### src/rtl/regfile_pkg.sv
// Shared defaults and helpers for the scoreboarded register file.
package regfile_pkg;

    localparam int DEF_DATA_W = 32;
    localparam int DEF_ADDR_W = 5;
    localparam int ZERO_ADDR  = 0;

    // LSB position of a port's field inside a packed multi-port vector.
    function automatic int port_lsb(input int port, input int width);
        return port * width;
    endfunction

endpackage

### src/rtl/reg_busy_table.sv
// Per-register busy scoreboard with a live count of pending writes and
// per-read-port busy lookups that are unblocked by a same-cycle writeback.
module reg_busy_table
    import regfile_pkg::*;
#(
    parameter int ADDR_W   = DEF_ADDR_W,
    parameter int NUM_RD   = 2,
    parameter int ZERO_REG = 1
) (
    input  logic                     clk,
    input  logic                     rst,
    input  logic                     write_en,
    input  logic [ADDR_W-1:0]        write_add,
    input  logic                     rsv_en,
    input  logic [ADDR_W-1:0]        rsv_add,
    input  logic [NUM_RD*ADDR_W-1:0] read_add,
    output logic [NUM_RD-1:0]        read_busy,
    output logic [ADDR_W:0]          busy_cnt
);

    localparam int DEPTH = 1 << ADDR_W;
    localparam logic [ADDR_W:0] CNT_ONE = (ADDR_W+1)'(1);

    logic [DEPTH-1:0] busy_reg;
    logic [DEPTH-1:0] busy_next;
    logic [ADDR_W:0]  cnt_reg;
    logic [ADDR_W:0]  cnt_next;
    logic             rsv_ok;
    logic             cnt_inc;
    logic             cnt_dec;

    always_comb begin
        rsv_ok    = rsv_en && !((ZERO_REG != 0) && (rsv_add == ADDR_W'(ZERO_ADDR)));
        // Clear first, then set: a reservation beats a writeback to the same register.
        busy_next = busy_reg;
        if (write_en)
            busy_next[write_add] = 1'b0;
        if (rsv_ok)
            busy_next[rsv_add] = 1'b1;

        cnt_inc  = rsv_ok && !busy_reg[rsv_add];
        cnt_dec  = write_en && busy_reg[write_add] && !(rsv_ok && (rsv_add == write_add));
        cnt_next = cnt_reg;
        if (cnt_inc && !cnt_dec)
            cnt_next = cnt_reg + CNT_ONE;
        else if (cnt_dec && !cnt_inc)
            cnt_next = cnt_reg - CNT_ONE;
    end

    always_ff @(posedge clk or posedge rst) begin
        if (rst) begin
            busy_reg <= '0;
            cnt_reg  <= '0;
        end else begin
            busy_reg <= busy_next;
            cnt_reg  <= cnt_next;
        end
    end

    always_ff @(posedge clk) begin
        if (!rst)
            assert (cnt_reg == (ADDR_W+1)'($countones(busy_reg)));
    end

    assign busy_cnt = cnt_reg;

    generate
        for (genvar gi = 0; gi < NUM_RD; gi++) begin : g_busy_rd
            logic [ADDR_W-1:0] ra;
            assign ra = read_add[port_lsb(gi, ADDR_W) +: ADDR_W];
            assign read_busy[gi] = busy_reg[ra] && !(write_en && (write_add == ra));
        end
    endgenerate

endmodule

### src/rtl/reg_file_sb.sv
// Multi-port register file with zero register, write-first bypass and a
// busy scoreboard used by decode to stall on pending producers.
module reg_file_sb
    import regfile_pkg::*;
#(
    parameter int DATA_W   = DEF_DATA_W,
    parameter int ADDR_W   = DEF_ADDR_W,
    parameter int NUM_RD   = 2,
    parameter int ZERO_REG = 1
) (
    input  logic                     clk,
    input  logic                     rst,
    input  logic [NUM_RD*ADDR_W-1:0] read_add,
    output logic [NUM_RD*DATA_W-1:0] read_data,
    output logic [NUM_RD-1:0]        read_busy,
    input  logic                     write_en,
    input  logic [ADDR_W-1:0]        write_add,
    input  logic [DATA_W-1:0]        write_data,
    input  logic                     rsv_en,
    input  logic [ADDR_W-1:0]        rsv_add,
    output logic [ADDR_W:0]          busy_cnt
);

    localparam int DEPTH = 1 << ADDR_W;

    logic [DATA_W-1:0] mem_reg [DEPTH];
    logic              wr_ok;

    assign wr_ok = write_en && !((ZERO_REG != 0) && (write_add == ADDR_W'(ZERO_ADDR)));

    always_ff @(posedge clk or posedge rst) begin
        if (rst) begin
            for (int i = 0; i < DEPTH; i++)
                mem_reg[i] <= '0;
        end else if (wr_ok) begin
            mem_reg[write_add] <= write_data;
        end
    end

    generate
        for (genvar gi = 0; gi < NUM_RD; gi++) begin : g_rd
            logic [ADDR_W-1:0] ra;
            logic [DATA_W-1:0] rd;
            assign ra = read_add[port_lsb(gi, ADDR_W) +: ADDR_W];
            always_comb begin
                rd = mem_reg[ra];
                if (rst)
                    rd = '0;
                else if ((ZERO_REG != 0) && (ra == ADDR_W'(ZERO_ADDR)))
                    rd = '0;
                else if (write_en && (write_add == ra))
                    rd = write_data;
            end
            assign read_data[port_lsb(gi, DATA_W) +: DATA_W] = rd;
        end
    endgenerate

    reg_busy_table #(
        .ADDR_W   (ADDR_W),
        .NUM_RD   (NUM_RD),
        .ZERO_REG (ZERO_REG)
    ) u_busy (
        .clk       (clk),
        .rst       (rst),
        .write_en  (write_en),
        .write_add (write_add),
        .rsv_en    (rsv_en),
        .rsv_add   (rsv_add),
        .read_add  (read_add),
        .read_busy (read_busy),
        .busy_cnt  (busy_cnt)
    );

endmodule
### config.mk
export PLATFORM = sky130hd
export DESIGN_NAME = reg_file_sb
export DESIGN_NICKNAME = d
export VERILOG_FILES = /design/src/rtl/regfile_pkg.sv /design/src/rtl/reg_busy_table.sv /design/src/rtl/reg_file_sb.sv
export SDC_FILE = /design/constraint.sdc
export NUM_CORES = 2
export LEC_CHECK = 0
export ABC_AREA = 1
export BUFFER_PORTS_ARGS = -buffer_cell sky130_fd_sc_hd__buf_2
export CAP_MARGIN = 20
export CORE_UTILIZATION = 30
export CTS_CLUSTER_SIZE = 8
export DETAILED_ROUTE_END_ITERATION = 10
export MAX_ROUTING_LAYER = met4
export PLACE_DENSITY = 0.43
export SLEW_MARGIN = 20
export SYNTH_ARGS = -nofsm -noshare
export SYNTH_HDL_FRONTEND = slang
export SYNTH_HIERARCHICAL = 1
export SYNTH_SLANG_ARGS = --single-unit
### constraint.sdc
create_clock -name clk -period 48.7 [get_ports clk]
set_input_delay 2.435 -clock clk [delete_from_list [all_inputs] [get_ports clk]]
set_output_delay 2.435 -clock clk [all_outputs]
set_load 0.005 [all_outputs]
==> run_results.csv <==
group,metric,value,unit
cts,hold_buffers,0,
sta,skew,13.3,ps
min_path,hold_class,"flop to flop",
sta,setup_viol,0,
cts,clockRootBuffer,"clkbuf_16",
cts,post_cts_buffers,0,
synth,synth_top_cell_by_area,"dfrtp_1",
synth,yosys_register_bits,1062,
drt,first_iter_violations,6961,
setup_path,cp.arrival,7880,ps
global_routing,grt_pass1_vias,60477,
die,rows,168,
setup_path,critical_path_class,"input pin to output port",
synth,synth.cell_area,63400,µm²
placed_design,dpl.hpwl,171,mm
synth,synthDistinctLibCells,35,
cts,cts-resized-gates,0,
drt,via_count,64191,
sta,relSlewSlack,21.5,%
sta,drv_slew,0,
drt,wirelength,304,mm
die,die_w,462,µm
synth,synth.top_cell.area_share,41.9,%
global_routing,grt_first_pass_wirelength,440,mm
global_routing,antenna_found_initial,29,
global_routing,grt_max_degree,170,
placed_design,numPortBuffers,127,
cts,clock_sinks,1062,
synth,synthFlopType,"dfrtp_1",
cells_and_area,drive_gt1_share,5.41,%
sta,rsz0062_at_grt,"false",
global_routing,grt_overflow,0,
setup_path,critPathLaunchType,"input pin",
placed_design,gp_congestion,0.881,
pwr,peakVddDrop,0.0249,mV
cells_and_area,areaGrowthSynthToFinish,10.8,%
pwr,power,0.00280,W
die,ios,128,
die,initial_utilization,30.2,%
cells_and_area,largest_register_ffs,1024,
synth,postSynth.asyncResetShare,100,%
pwr,powerDensity,39.9,nW/µm²
cts,clk-insertion-delay-late,800,ps
drt,ant_nets,0,
synth,synth_area_leaders,"dfrtp_1 (42%), nand2_1 (21%), nand3_1 (13%)",
cts,cts.htree.levels,4,
pwr,p_leak,35.7,nW
cells_and_area,regArea,26600,µm²
cells_and_area,multiInputGateArea,30000,µm²
job,cap_violations,0,
cells_and_area,nFillCells,22900,
drt,drc,0,
sta,fin_crit,10310,ps
cts,cts_tree,"done",
cts,numCtsBuffers,154,
sta,worst_pin_slew,1170,ps
sta,max_freq,0.0970,GHz
status,status,"finished, final reports clean",
cells_and_area,layout.nets,9419,
die,die-area,213000,µm²
synth,syn_inst,9725,
synth,yosys-top-cells-count,"nand2_1 (3577), nand3_1 (1640), o21ai_0 (1107), inv_1 (1084), dfrtp_1 (1062)",
sta,min_period_over_period,21.2,%
drt,drtPass1Iterations,6,
cts,clk_pin_slew_worst_paths,50,ps
synth,yosysMostFrequentCell,"nand2_1",
synth,ys_warn_count,6,
synth,synth_nets,9787,
die,fp.dieH,462,µm
sta,hold_viol,0,
setup_path,end_kind,"output port",
synth,syn_area_per_cell,6.52,µm²
setup_path,critPathMaxFanout,96,
sta,tns,0,ps
drt,post_drt_wl_per_cell,24.9,µm
drt,viasPerCell,5.26,
global_routing,grt_usage,29.2,%
synth,synth-seq-area-share,41.9,%
setup_path,worst_ep_required_time,46260,ps
synth,synth_edf_count,0,
cts,cts.path.max_buffers,3,
die,core_area,210000,µm²
## stage by stage
step / cells / hold WS [ps] / setup slack (ps) / instance area (µm²) / util (%)
2_1_floorplan: 9725 / 429 / 17410 / 63400 / -
3_3_place_gp: 12005 / 368 / 38640 / 65900 / 31.4
3_5_place_dp: 12006 / 368 / 38600 / 65900 / 31.4
4_1_cts: 12200 / 379 / 38590 / 70200 / 33.5
5_1_grt: 12208 / 396 / 38290 / 70200 / 33.5
6_report: 12212 / 378 / 38390 / 70200 / 33.5
## power by group
part           internal (W)  total (W)  switching [W]
sequential          0.00105    0.00114      0.0000876
combinational      0.000204   0.000647       0.000442
clock              0.000593    0.00101       0.000421
## worst paths after layout
path	start	slack, ps	depth (start not counted)	to
worst min-delay path	mem_reg[998]	380	0	mem_reg[998]
worst min register to register	mem_reg[998]	380	0	mem_reg[998]
max in group asynchronous	rst	43610	6	mem_reg[739]
worst max-delay path	read_add[0]	38390	12	read_data[19]
min in group asynchronous	rst	1650	2	mem_reg[84]
worst max register to register	u_busy/busy_reg[28]	46100	21	u_busy/busy_cnt[5]
## critical path, cell delays in order
cell,delay [ps]
buf_8,480
buf_4,880
buf_4,900
buf_4,730
buf_4,700
o211ai_1,180
nand3_1,110
nand3_1,80
nand3_1,120
nand2_1,230
a21oi_1,510
buf_2,210
## layout make-up
| class | count | share of cell area (%) |
|---|---|---|
| Antenna cell | 12 | 0.0428 |
| Sequential cell | 1062 | 37.8 |
| Clock buffer | 186 | 5.96 |
| Timing Repair Buffer | 252 | 2.40 |
| Inverter | 1103 | 5.98 |
| Tap cell | 2805 | 5.00 |
| Multi-Input combinational cell | 6784 | 42.7 |
| Clock inverter | 8 | 0.121 |
## kinds of logic after synthesis
kind of cell / after synthesis / share of synthesized area (%)
simple gates: 5424 / 35.6
xor+xnor: 7 / 0.0967
compound gates: 1347 / 11.0
flops: 1062 / 41.9
fa+ha+maj: 6 / 0.130
buf+inv: 1879 / 11.2
## per-layer routing
metal	up-vias	part of all wire, %	GRT usage [%]
met3	598	6.5	3.62
li1	29948	-	-
met4	0	5.6	14.1
met2	2656	45	45.5
met1	30989	43	37.4
met5	-	0	-
## cell usage in the layout, fill, tap and decap left out, types with 72 or more instances in the layout
cell / netlist / final
dfrtp_1: 1062 / 1062
nand3_1: 1640 / 1638
inv_1: 1084 / 1075
buf_4: 8 / 124
buf_2: 19 / 117
nor2_1: 128 / 128
o21ai_0: 1107 / 1107
clkbuf_16: 0 / 162
nand2_1: 3577 / 3551
o211ai_1: 74 / 74
a21oi_1: 72 / 72
o21ai_1: 72 / 72
(Power assumes the default switching activity.)
